**config.mk**
```make
export PLATFORM = sky130hd
export DESIGN_NAME = elastic_pipeline
export DESIGN_NICKNAME = d
export VERILOG_FILES = /design/src/rtl/elastic_pipeline.sv
export SDC_FILE = /design/constraint.sdc
export NUM_CORES = 1
export LEC_CHECK = 0
export ABC_AREA = 1
export BUFFER_PORTS_ARGS = -buffer_cell sky130_fd_sc_hd__buf_2
export CAP_MARGIN = 20
export CORE_UTILIZATION = 30
export CTS_CLUSTER_DIAMETER = 60
export CTS_CLUSTER_SIZE = 12
export DETAILED_ROUTE_END_ITERATION = 8
export PLACE_DENSITY = 0.46
export REMOVE_ABC_BUFFERS = 1
export SLEW_MARGIN = 25
export SYNTH_ARGS = -nofsm -noshare
export SYNTH_HDL_FRONTEND = slang
export SYNTH_SLANG_ARGS = --single-unit
```
**constraint.sdc**
```tcl
create_clock -name clk_in -period 1.8 [get_ports clk_in]
set_input_delay 0 -clock clk_in [delete_from_list [all_inputs] [get_ports clk_in]]
set_output_delay 0 -clock clk_in [all_outputs]
set_load 0.05 [all_outputs]
```
**src/rtl/elastic_pipeline.sv**
```systemverilog
// elastic_pipeline: DEPTH-stage valid/ready pipeline with bubble collapse and
// one input skid register, giving a total capacity of DEPTH+1 words.
// ready_out is registered, so there is no combinational path from ready_in.
// Optional feature: define ELASTIC_PIPE_COUNT_EN to add the registered
// occupancy output count_out.
module elastic_pipeline #(
   parameter int WIDTH = 8,
   parameter int DEPTH = 3
) (
   input  logic             clk_in,
   input  logic             rst_n_in,
   input  logic [WIDTH-1:0] val_in,
   input  logic             valid_in,
   output logic             ready_out,
   output logic [WIDTH-1:0] val_out,
   output logic             valid_out,
   input  logic             ready_in
`ifdef ELASTIC_PIPE_COUNT_EN
   ,
   output logic [$clog2(DEPTH+2)-1:0] count_out
`endif
);

   localparam int CW = $clog2(DEPTH+2);

   logic [WIDTH-1:0] data_reg  [DEPTH];
   logic [WIDTH-1:0] data_next [DEPTH];
   logic [DEPTH-1:0] valid_reg;
   logic [DEPTH-1:0] valid_next;
   logic [WIDTH-1:0] skid_data_reg;
   logic [WIDTH-1:0] skid_data_next;
   logic             skid_valid_reg;
   logic             skid_valid_next;
   logic             ready_reg;
   logic [DEPTH-1:0] load;
   logic             in_fire;

   assign in_fire = valid_in && ready_reg;

   // Stage i loads when it, or any stage downstream of it, has a hole, or the
   // consumer is taking the last word (unrolled bubble-collapse chain).
   always_comb begin
      logic chain;
      load  = '0;
      chain = ready_in;
      for (int i = DEPTH - 1; i >= 0; i--) begin
         chain   = chain || !valid_reg[i];
         load[i] = chain;
      end
   end

   // Next-state of the stage registers: stage 0 prefers the skid word so that
   // order is preserved; later stages take their predecessor.
   always_comb begin
      for (int i = 0; i < DEPTH; i++) begin
         valid_next[i] = valid_reg[i];
         data_next[i]  = data_reg[i];
      end
      if (load[0]) begin
         valid_next[0] = skid_valid_reg || in_fire;
         data_next[0]  = skid_valid_reg ? skid_data_reg : val_in;
      end
      for (int i = 1; i < DEPTH; i++) begin
         if (load[i]) begin
            valid_next[i] = valid_reg[i-1];
            data_next[i]  = data_reg[i-1];
         end
      end
   end

   // Skid register: drains into stage 0 when it can, captures an accepted word
   // that stage 0 cannot take. While it is full ready_out is low, so a new
   // input can never arrive while it holds a word.
   always_comb begin
      skid_valid_next = skid_valid_reg;
      skid_data_next  = skid_data_reg;
      if (skid_valid_reg && load[0]) begin
         skid_valid_next = 1'b0;
      end else if (!skid_valid_reg && in_fire && !load[0]) begin
         skid_valid_next = 1'b1;
         skid_data_next  = val_in;
      end
   end

`ifdef ELASTIC_PIPE_COUNT_EN
   logic [CW-1:0] count_reg;
   logic [CW-1:0] count_next;

   // Occupancy after the coming edge: valid stages plus the skid word.
   always_comb begin
      count_next = CW'(skid_valid_next);
      for (int i = 0; i < DEPTH; i++) begin
         count_next = count_next + CW'(valid_next[i]);
      end
   end

   assign count_out = count_reg;
`endif

   // State registers; reset empties the pipe and holds ready_out low until the
   // first edge after release.
   always_ff @(posedge clk_in or negedge rst_n_in) begin
      if (!rst_n_in) begin
         for (int i = 0; i < DEPTH; i++) begin
            data_reg[i] <= '0;
         end
         valid_reg      <= '0;
         skid_data_reg  <= '0;
         skid_valid_reg <= 1'b0;
         ready_reg      <= 1'b0;
`ifdef ELASTIC_PIPE_COUNT_EN
         count_reg      <= '0;
`endif
      end else begin
         for (int i = 0; i < DEPTH; i++) begin
            data_reg[i] <= data_next[i];
         end
         valid_reg      <= valid_next;
         skid_data_reg  <= skid_data_next;
         skid_valid_reg <= skid_valid_next;
         ready_reg      <= !skid_valid_next;
`ifdef ELASTIC_PIPE_COUNT_EN
         count_reg      <= count_next;
`endif
      end
   end

   assign ready_out = ready_reg;
   assign val_out   = data_reg[DEPTH-1];
   assign valid_out = valid_reg[DEPTH-1];

endmodule
```
Word level (Yosys, flattened, before mapping)
Cells that the tools add are included.
{"block": "op_classes", "bitwise_logic": 1, "mux": 3, "n_reduce_logical": 15}
{"cell": "$mux W8", "n": 1}
{"cell": "$logic_not A1 Y1", "n": 6}
{"cell": "$logic_and A1 B1 Y1", "n": 4}
{"cell": "$logic_or A1 B1 Y1", "n": 4}
{"cell": "$mux W1", "n": 2}
{"cell": "$reduce_and A2 Y1", "n": 1}
{"cell": "$not A1 Y1", "n": 1}
{"block": "totals", "regBits": 37, "out_inout_bits": 10, "in_bits": 12, "elab_cells": 28}

Longest topological paths before layout
{"block": "logic_depth", "word_depth": 9, "ltp_mapped": 6, "ltp_nobuf": 5}

Worst setup path after synthesis
Ideal clock, no wire load.
{"block": "synth_timing", "path_type": "reg2reg", "start": "reg valid_reg[2]", "end": "reg skid_data_reg[4]", "setup_time_ns": 0.120, "path_slack_ns": 0.380, "path_stages_with_launch": 6, "synth_period_minus_slack_ns": 1.420, "n_path_buf": 2, "required_time_ns": 1.680, "arrival_ns": 1.300, "cell_sequence": "dfrtp_1 > buf_6 > nand4_4 > buf_6 > o21bai_2 > nand2_1"}
{"block": "synth_between", "elab_chain_len": 7, "word_cells_on_any_way": 9, "cone_classes": "bitwise (1); reduce/logical (8)"}
{"item": "start, declared", "line_no": "28", "source": "logic [DEPTH-1:0] valid_reg;"}
{"item": "start signal, assigned", "line_no": "118", "source": "valid_reg <= valid_next;"}
{"item": "$logic_not A1 Y1 *", "line_no": "47", "source": "chain = chain || !valid_reg[i];"}
{"item": "$logic_or A1 B1 Y1 * (3 in a row)", "line_no": "47"}
{"item": "$logic_not A1 Y1 / $logic_and A1 B1 Y1 (equally long branches)", "line_no": "79, 77"}
{"item": "$logic_and A1 B1 Y1 / $not A1 Y1 (equally long branches)"}
{"item": "$reduce_and A2 Y1 (no source line) *"}
{"item": "end signal, assigned", "line_no": "119", "source": "skid_data_reg <= skid_data_next;"}
{"item": "end, declared", "line_no": "30", "source": "logic [WIDTH-1:0] skid_data_reg;"}
Every way passes the cells marked *; elsewhere a longest branch is shown, timed or not.
A chain may end at the register's enable or synchronous reset.

Worst setup path in the final report
{"block": "layout_timing", "start": "reg valid_reg[2]", "end": "reg skid_data_reg[1]"}
The elaborated chain is that of the path after synthesis.

==> flow_summary.toml <==
[floorplanning]
ios = 22
initial_core_util = 0.320
dieArea_sq_um = 5930
rows = 26
die_w_um = 77.0
die_h_um = 77.0
core_area_sq_um = 5270

[global_routing]
antenna_found_initial = 0
grt_pass1_vias = 1153
grt_max_degree = 38
grt_pass1_wl_um = 5310
track_usage = 0.113
grt.overflow.total = 0

[job]
max_cap_viol_count = 0

[drt]
vias_per_cell = 4.33
drtPass1Iterations = 4
first_iter_violations = 43
drc = 0
ant_nets = 0
vias = 1190
wl_per_cell_um = 10.9
drt-total-wl_um = 3000

[setup_path]
cp_max_fo = 26
reg2reg_from = "valid_reg[2]"
cp.arrival_ns = 1.50
cp-start-kind = "flip-flop"
rr_endpoint = "skid_data_reg[1]"
ff2ff_path_depth = 3
crit_path_end_kind = "flip-flop"
cp.required_ns = 1.98
r2r_slack_ns = 0.48
path_class = "reg2reg"

[cells_and_area]
largest_register_ffs = 16
diodes = 0
syn_to_final_growth_pct = 17.3
fin_area_sq_um = 1980
layout.nets = 216
layout_commonest_cell = "nand2_1"
drive_above_1_share = 0.234
mostFrequentLayoutCells = "nand2_1, dfrtp_1, buf_2"

[sta]
maxSlewHeadroom = 0.455
final_hold_viol_count = 0
holdWs_ns = 0.0121
skew_ns = 0.00520
setup_violations = 0
post-route-period-util = 0.735
fmax_ghz = 0.756
drv_slew = 0
period_minus_slack_ns = 1.32
tightest_slew_ns = 0.818
final.setup.worst_slack_ns = 0.478
tns_ns = 0
rsz0062_at_grt = "no"

[placement]
dp_hpwl_um = 2050
place.gp.congestion = 0.792
place.port_buffers = 21
placed_area_sq_um = 1770
pre_cts_ws_ns = 0.480

[status]
status = "finished clean"

[power]
p_int_mw = 1.80
power_mw = 2.85
vdd_ir_drop_max_mv = 0.462
p_switching_mw = 1.05
powerDensity_nw_per_um2 = 1440
netSwitchingFraction = 0.369
pwr-share-clk = 0.256
seqPwrFrac = 0.429
leakage_nw = 1.00
pwr-share-comb = 0.315

[cts]
clockBufferDepth = 2
cts-htree-levels = 2
numCtsBuffers = 5
clk_latency_ns = 0.29
clkTransAtPathRegs_ns = 0.08
clockRootBuffer = "clkbuf_8"
cts_tree = "yes"
cts.sinks = 37

[hold_path]
holdCritStartpoint = "valid_in"
min_to = "valid_reg[0]"
hold_path_class = "in2reg"
holdPathStages = 3

[logic_synthesis]
yosysWarnings = 0
netlist_area_sq_um = 1690
synthCells = 180
synth_cell_type_count = 19
ys_seq_area_frac = 0.549
synth_seq_cells = 37
synth.avg_cell_area_sq_um = 9.37
[power groups by stage]
stage                     Sequential [mW]  Combinational [mW]  Clock [mW]
after floorplan                      1.46               0.438           0
after global placement               1.23               0.882           0
after detailed placement             1.24               0.890           0
after CTS                            1.22               0.908       0.747
after global routing                 1.26                1.00       0.786
final                                1.22               0.898       0.730
[what timing repair did]
item / CTS / global route
gates resized for setup: 0 / 0
endpoints found under the hold margin: 45 / 0
setup buffers: 0 / 0
hold buffers: 9 / 0
[worst max path at each step]
stage | from | depth (start not counted) | to | slack (ns)
after floorplan | valid_reg[2] | 3 | skid_data_reg[0] | 0.11
after CTS | valid_reg[2] | 3 | skid_data_reg[1] | 0.48
after global placement | valid_reg[2] | 3 | skid_data_reg[0] | 0.53
after detailed placement | valid_reg[2] | 3 | skid_data_reg[1] | 0.48
after global routing | skid_valid_reg | 5 | skid_data_reg[3] | 0.33
final | valid_reg[2] | 3 | skid_data_reg[1] | 0.48
[worst max-delay path: stages, from the launching register on]
cell and delay, ns:
dfrtp_1 0.46, nand4_4 0.40, o21bai_1 0.27, nand2_1 0.07
[per-layer routing]
layer | vias up | GRT usage | part of all wire
met5 | - | 0 | 0
met4 | 0 | 0.0453 | 0.014
met2 | 38 | 0.172 | 0.41
met1 | 539 | 0.154 | 0.53
li1 | 606 | - | -
met3 | 7 | 0.0286 | 0.045
[metrics by stage]
stage	utilization	instances
after global routing	0.375	275
after floorplan	-	166
after global placement	0.336	258
final	0.375	275
after CTS	0.375	275
after detailed placement	0.336	258
[synth_stat cells (all sizes together)]
cell type,instances,area share
o21bai,8,0.042
nand3,18,0.064
inv,23,0.051
buf,14,0.068
dfrtp,37,0.55
nand4,1,0.013
o21ai,24,0.089
nand2,52,0.12
nor2,2,0.0059
a21oi,1,0.0030
[cell families (layout without fill, tap and decap cells)]
group	after synthesis	in the layout	share of synthesized area
AOI/OAI and AO/OA	33	33	0.134
buffers and inverters	37	62	0.119
and+or+nand+nor	73	73	0.198
DFF	37	37	0.549
[final cells by class]
type / instances / area [sq um]
clock inverter: 3 / 46.3
timing repair buffer: 31 / 203
inverter: 23 / 86.3
sequential: 37 / 926
tap: 70 / 87.6
clock buffer: 5 / 68.8
fill: 556 / 3290
multi-input combinational: 106 / 561
(Power assumes the default switching activity.)
